`src/rtl/demux_1_to_4_pkg.sv`:
```
// Shared constants and select decode for the 1-to-4 registered demultiplexer.
package demux_1_to_4_pkg;

  localparam int unsigned NUM_LANES = 4;
  localparam int unsigned SEL_W     = 2;

  // One-hot decode of a lane index.
  function automatic logic [NUM_LANES-1:0] onehot4(input logic [SEL_W-1:0] sel);
    logic [NUM_LANES-1:0] oh;
    oh      = '0;
    oh[sel] = 1'b1;
    return oh;
  endfunction

endpackage

```
`src/rtl/demux_1_to_4_lane_counter.sv`:
```
// Per-lane saturating transfer counter with synchronous clear.
module demux_lane_counter #(
  parameter int unsigned CNT_W = 8
) (
  input  logic             clk,
  input  logic             rst_n,
  input  logic             clr,
  input  logic             inc,
  output logic [CNT_W-1:0] cnt
);

  // Clear wins over increment; the count sticks at all-ones.
  always_ff @(posedge clk) begin
    if (!rst_n) begin
      cnt <= '0;
    end else if (clr) begin
      cnt <= '0;
    end else if (inc && (cnt != {CNT_W{1'b1}})) begin
      cnt <= cnt + CNT_W'(1);
    end
  end

endmodule

```
`src/rtl/demux_1_to_4.sv`:
```
// Registered 1-to-4 demultiplexer with per-lane valid flags and transfer counters.
module demux_1_to_4
  import demux_1_to_4_pkg::*;
#(
  parameter int unsigned WIDTH = 1,
  parameter int unsigned CNT_W = 8
) (
  input  logic                         clk,
  input  logic                         rst_n,
  input  logic [WIDTH-1:0]             in,
  input  logic                         in_valid,
  input  logic [SEL_W-1:0]             select,
  output logic [NUM_LANES*WIDTH-1:0]   out,
  output logic [NUM_LANES-1:0]         out_valid,
  output logic [NUM_LANES*CNT_W-1:0]   cnt,
  input  logic                         cnt_clr
);

  localparam int unsigned OUT_W = NUM_LANES * WIDTH;

  logic [OUT_W-1:0]     out_d;
  logic [NUM_LANES-1:0] lane_oh;
  logic [NUM_LANES-1:0] valid_d;

  // Only the selected lane carries data; every other lane is forced to zero.
  always_comb begin
    out_d   = '0;
    lane_oh = onehot4(select);
    for (int k = 0; k < int'(NUM_LANES); k++) begin
      if (lane_oh[k]) begin
        out_d[k*WIDTH +: WIDTH] = in;
      end
    end
    valid_d = in_valid ? lane_oh : '0;
  end

  always_ff @(posedge clk) begin
    if (!rst_n) begin
      out       <= '0;
      out_valid <= '0;
    end else begin
      out       <= out_d;
      out_valid <= valid_d;
    end
  end

  for (genvar g = 0; g < NUM_LANES; g++) begin : g_cnt
    demux_lane_counter #(
      .CNT_W (CNT_W)
    ) u_cnt (
      .clk   (clk),
      .rst_n (rst_n),
      .clr   (cnt_clr),
      .inc   (valid_d[g]),
      .cnt   (cnt[g*CNT_W +: CNT_W])
    );
  end

endmodule

```
`config.mk`:
```
export PLATFORM = sky130hd
export DESIGN_NAME = demux_1_to_4
export DESIGN_NICKNAME = d
export VERILOG_FILES = /design/src/rtl/demux_1_to_4_pkg.sv /design/src/rtl/demux_1_to_4_lane_counter.sv /design/src/rtl/demux_1_to_4.sv
export SDC_FILE = /design/constraint.sdc
export NUM_CORES = 1
export LEC_CHECK = 0
export CAP_MARGIN = 20
export CELL_PAD_IN_SITES_DETAIL_PLACEMENT = 2
export CELL_PAD_IN_SITES_GLOBAL_PLACEMENT = 2
export CORE_UTILIZATION = 28
export DETAILED_ROUTE_END_ITERATION = 6
export PLACE_DENSITY = 0.79
export SLEW_MARGIN = 15
export SYNTH_ARGS = -nofsm -noshare
export SYNTH_HDL_FRONTEND = slang
export SYNTH_SLANG_ARGS = --single-unit
export TNS_END_PERCENT = 10
```
`constraint.sdc`:
```
create_clock -name clk -period 1.6 [get_ports clk]
set_clock_uncertainty 0.05 [all_clocks]
set_input_delay 0.16 -clock clk [delete_from_list [all_inputs] [get_ports clk]]
set_output_delay 0.16 -clock clk [all_outputs]
set_load 0.02 [all_outputs]
```
==> impl_summary.log <==
INFO  metric sequential_area_share_after_synthesis = about 43%
INFO  metric critPathBufInv = 2
INFO  metric min-delay-path-class = input pin to register
INFO  metric placement.io_buffers = 46
INFO  metric syn-cell-area = 1850 um2
INFO  metric antenna_violating_nets_post_route = 0
INFO  metric share_comb_of_total_power = under 10%
INFO  metric detailedPlace.worstSlack = -0.302 ns
INFO  metric antenna_diodes = 0
INFO  metric postSynth.asyncResetShare = 0%
INFO  metric period_utilization = 97.6%
INFO  metric grt_usage = 17.6%
INFO  metric clkPwrFrac = 38.5%
INFO  metric switching_power = 0.450 mW
INFO  metric timing_hold_violations_final = 0
INFO  metric dominant_combinational_cell_family_by_area_after_synthesis = simple AND/OR/NAND/NOR gates
INFO  metric worst_setup_path_end_kind = output pin
INFO  metric num_vias = 1861
INFO  metric num-nets-final = ~300
INFO  metric muxShareOfSynthArea = 2.16%
INFO  metric clock_sink_count = 40
INFO  metric crit_family = buffers and inverters
INFO  metric insertion_delay = 0.30 ns
INFO  metric p_leak = between 1 and 1.5 nW
INFO  metric grt_start_max_net_pins = 17
INFO  metric synth_warnings = 0
INFO  metric drt_iter0_markers = 62
INFO  metric place_hpwl = 4560 um
INFO  metric core_region_area = 6390 um2
INFO  metric placementRows = 29
INFO  metric max-slew-margin-rel = 72.7%
INFO  metric seq_power_share = between 50% and 60%
INFO  metric fin_crit = ~1.6 ns
INFO  metric ctsHtreeMaxLevel = 2
INFO  metric cts_inserted_buffers = 5
INFO  metric peakVddDrop = approximately 0.00037 V
INFO  metric final_max_slew_viol_count = 0
INFO  metric post_drt_via_cell_ratio = 5.11
INFO  metric tritoncts = yes
INFO  metric yosys.area_share.adder = 2.70%
INFO  metric cellInternalPower = between 1 and 1.5 mW
INFO  metric dp.cells = 356
INFO  metric drt_drc_violations_left = 0
INFO  metric number_of_i_o_pins = 47
INFO  metric wl = slightly below 6000 um
INFO  metric post_drt_wl_per_cell = 16.2 um
INFO  metric pin_slew_with_the_least_headroom_to_its_limit = slightly above 0.4 ns
INFO  metric worst-endpoint-arrival = roughly 1.4 ns
INFO  metric final_cells = 364
INFO  metric synth_compound_area_share = 14.4%
INFO  metric critPathLaunchType = register
INFO  metric worstSetupPathType = register to output pin
INFO  metric required = 1.39 ns
INFO  metric chip_width = 83.4 um
INFO  metric cts_buffer_depth = 2
INFO  metric area_delta_synth_final = 45.1%
INFO  metric fillers = 713
INFO  metric critical_path.max_fanout = 3
INFO  metric synthesis.area_per_instance = 8.62 um2
INFO  metric die_area = approximately 7000 um2
INFO  metric yosys_register_bits = 40
INFO  metric final-setup-viol-count = 0
INFO  metric synth_top_flop_cell = sky130_fd_sc_hd__dfxtp_1
INFO  metric syn-instance-count = about 220
INFO  metric final.setup.worst_slack = 0.0384 ns
INFO  metric status = finished, final reports clean
INFO  metric synthXorXnorAreaFrac = 3.78%
INFO  metric synth.distinct_cells = 45
INFO  metric synth.net_count = 226
INFO  metric cts_root_buffer_type = sky130_fd_sc_hd__clkbuf_8
INFO  metric gp_congestion = 0.774
INFO  metric post_synth_edffs = 0
INFO  metric initial_core_util = between 20% and 30%
INFO  metric grt-ovfl-total = 0
INFO  metric vias_in_the_first_global_route = 1968
INFO  metric fmax = 0.640 GHz
INFO  metric post_route_cells_drive_above_1_share = around 15%
INFO  metric worst_path_max_delay_cell = sky130_fd_sc_hd__clkdlybuf4s50_1
INFO  metric cp_cell_sequence = buf_4, clkdlybuf4s50_1
INFO  metric p_sw_share = 24.0%
INFO  metric grt_first_pass_wirelength = around 9700 um
INFO  metric maxCapViolCount = 0
INFO  metric synth_simple_gate_area_share = a little under a third
INFO  metric post_cts_clock_slew_at_the_launch_and_capture_registers_of_the_worst_setup_and_hold_paths = 0.08 ns
INFO  metric mostFrequentLayoutCell = sky130_fd_sc_hd__dfxtp_1
INFO  metric first_pass_iteration_count_of_the_detailed_router = 4
INFO  metric critPathMaxStageDelay = 0.59 ns
INFO  metric layout.cells.most_common_list = sky130_fd_sc_hd__dfxtp_1, sky130_fd_sc_hd__nor2_1, sky130_fd_sc_hd__buf_4
INFO  metric die_height = 83.4 um
INFO  metric rsz_0062_raised_after_global_routing = no
INFO  metric grt_antenna_before_repair = 0
INFO  metric p_per_area = 697 nW/um2
## power by group through the flow
stage,registers [mW],logic [mW],clock network [mW]
finish,1.01,0.146,0.723
global route,1.01,0.158,0.784
CTS,1.01,0.148,0.755
detailed placement,1.03,0.147,0
global placement,1.03,0.142,0
floorplan,1.04,0.0544,0
## metrics by stage
step	power (mW)	util [%]	setup TNS, ns	hold slack (ns)	instance area (um2)
6_report	1.87	42.1	0	0.277	2690
5_1_grt	1.95	42.1	0	0.311	2690
4_1_cts	1.91	41.5	0	0.463	2650
3_5_place_dp	1.18	40.3	-3.78	0.465	2570
3_3_place_gp	1.17	40.3	-1.87	0.452	2570
2_1_floorplan	1.09	-	0	0.232	1850
## state kept, by name (all words and copies together) (netlist names)
name / count
g_cnt.u_cnt.cnt: 32
out: 4
out_valid: 4
## worst min-delay path, stage by stage
cell                             delay (ns)
sky130_fd_sc_hd__dlymetal6s2s_1        0.17
sky130_fd_sc_hd__buf_4                 0.18
sky130_fd_sc_hd__nor3_1                0.06
## synth_stat cells, drive strengths merged (5+ instances only)
master | instances | area [um2]
nand2 | 20 | 75.1
nor2 | 28 | 105
nand4 | 5 | 31.3
nand3 | 13 | 70.1
o21ai | 11 | 58.8
inv | 5 | 18.8
nor3 | 11 | 55.1
xor2 | 5 | 43.8
dfxtp | 40 | 801
a21oi | 8 | 40.0
a211oi | 8 | 60.1
## layout make-up
class	count	area, um2	share of cell area (%)
Clock buffer	8	90.1	3.35
Tap cell	77	96.3	3.58
Timing Repair Buffer	71	671	24.9
Inverter	5	18.8	0.697
Multi-Input combinational cell	163	1010	37.6
Sequential cell	40	803	29.8
## what timing repair did
action | in CTS | in global routing
pin swaps | 0 | 1
endpoints found under the hold margin | 0 | 0
gates resized for setup | 16 | 16
setup buffers | 0 | 0
setup endpoints to repair | 16 | 18
hold buffers | 0 | 0
## path summary, 6_finish.rpt
kind | start | to | slack [ns] | depth (start not counted)
worst max register to register | g_cnt[2].u_cnt.cnt[0]$_SDFFE_PP0P_ | g_cnt[2].u_cnt.cnt[5]$_SDFFE_PP0P_ | 0.09 | 5
worst min register to register | g_cnt[1].u_cnt.cnt[1]$_SDFFE_PP0P_ | g_cnt[1].u_cnt.cnt[1]$_SDFFE_PP0P_ | 0.48 | 2
worst min-delay path | select[0] | out[0]$_SDFF_PN0_ | 0.28 | 3
worst max-delay path | g_cnt[3].u_cnt.cnt[0]$_SDFFE_PP0P_ | cnt[24] | 0.04 | 2
## logic make-up after synthesis
group | after synthesis
simple gates | 107
buf+inv | 12
flops | 40
xor+xnor | 8
mux | 4
fa+ha+maj | 4
compound gates | 40
## layer usage
layer  wire (um)  share of wire (%)  global-route usage [%]  up-vias
met5           0                  0                       0        -
met4          69                1.2                    6.11        0
met3         164                2.8                    3.78        6
met2        2890                 49                    30.2       31
met1        2780                 47                    21.6      905
li1            -                  -                       -      919
(Power assumes the default switching activity.)
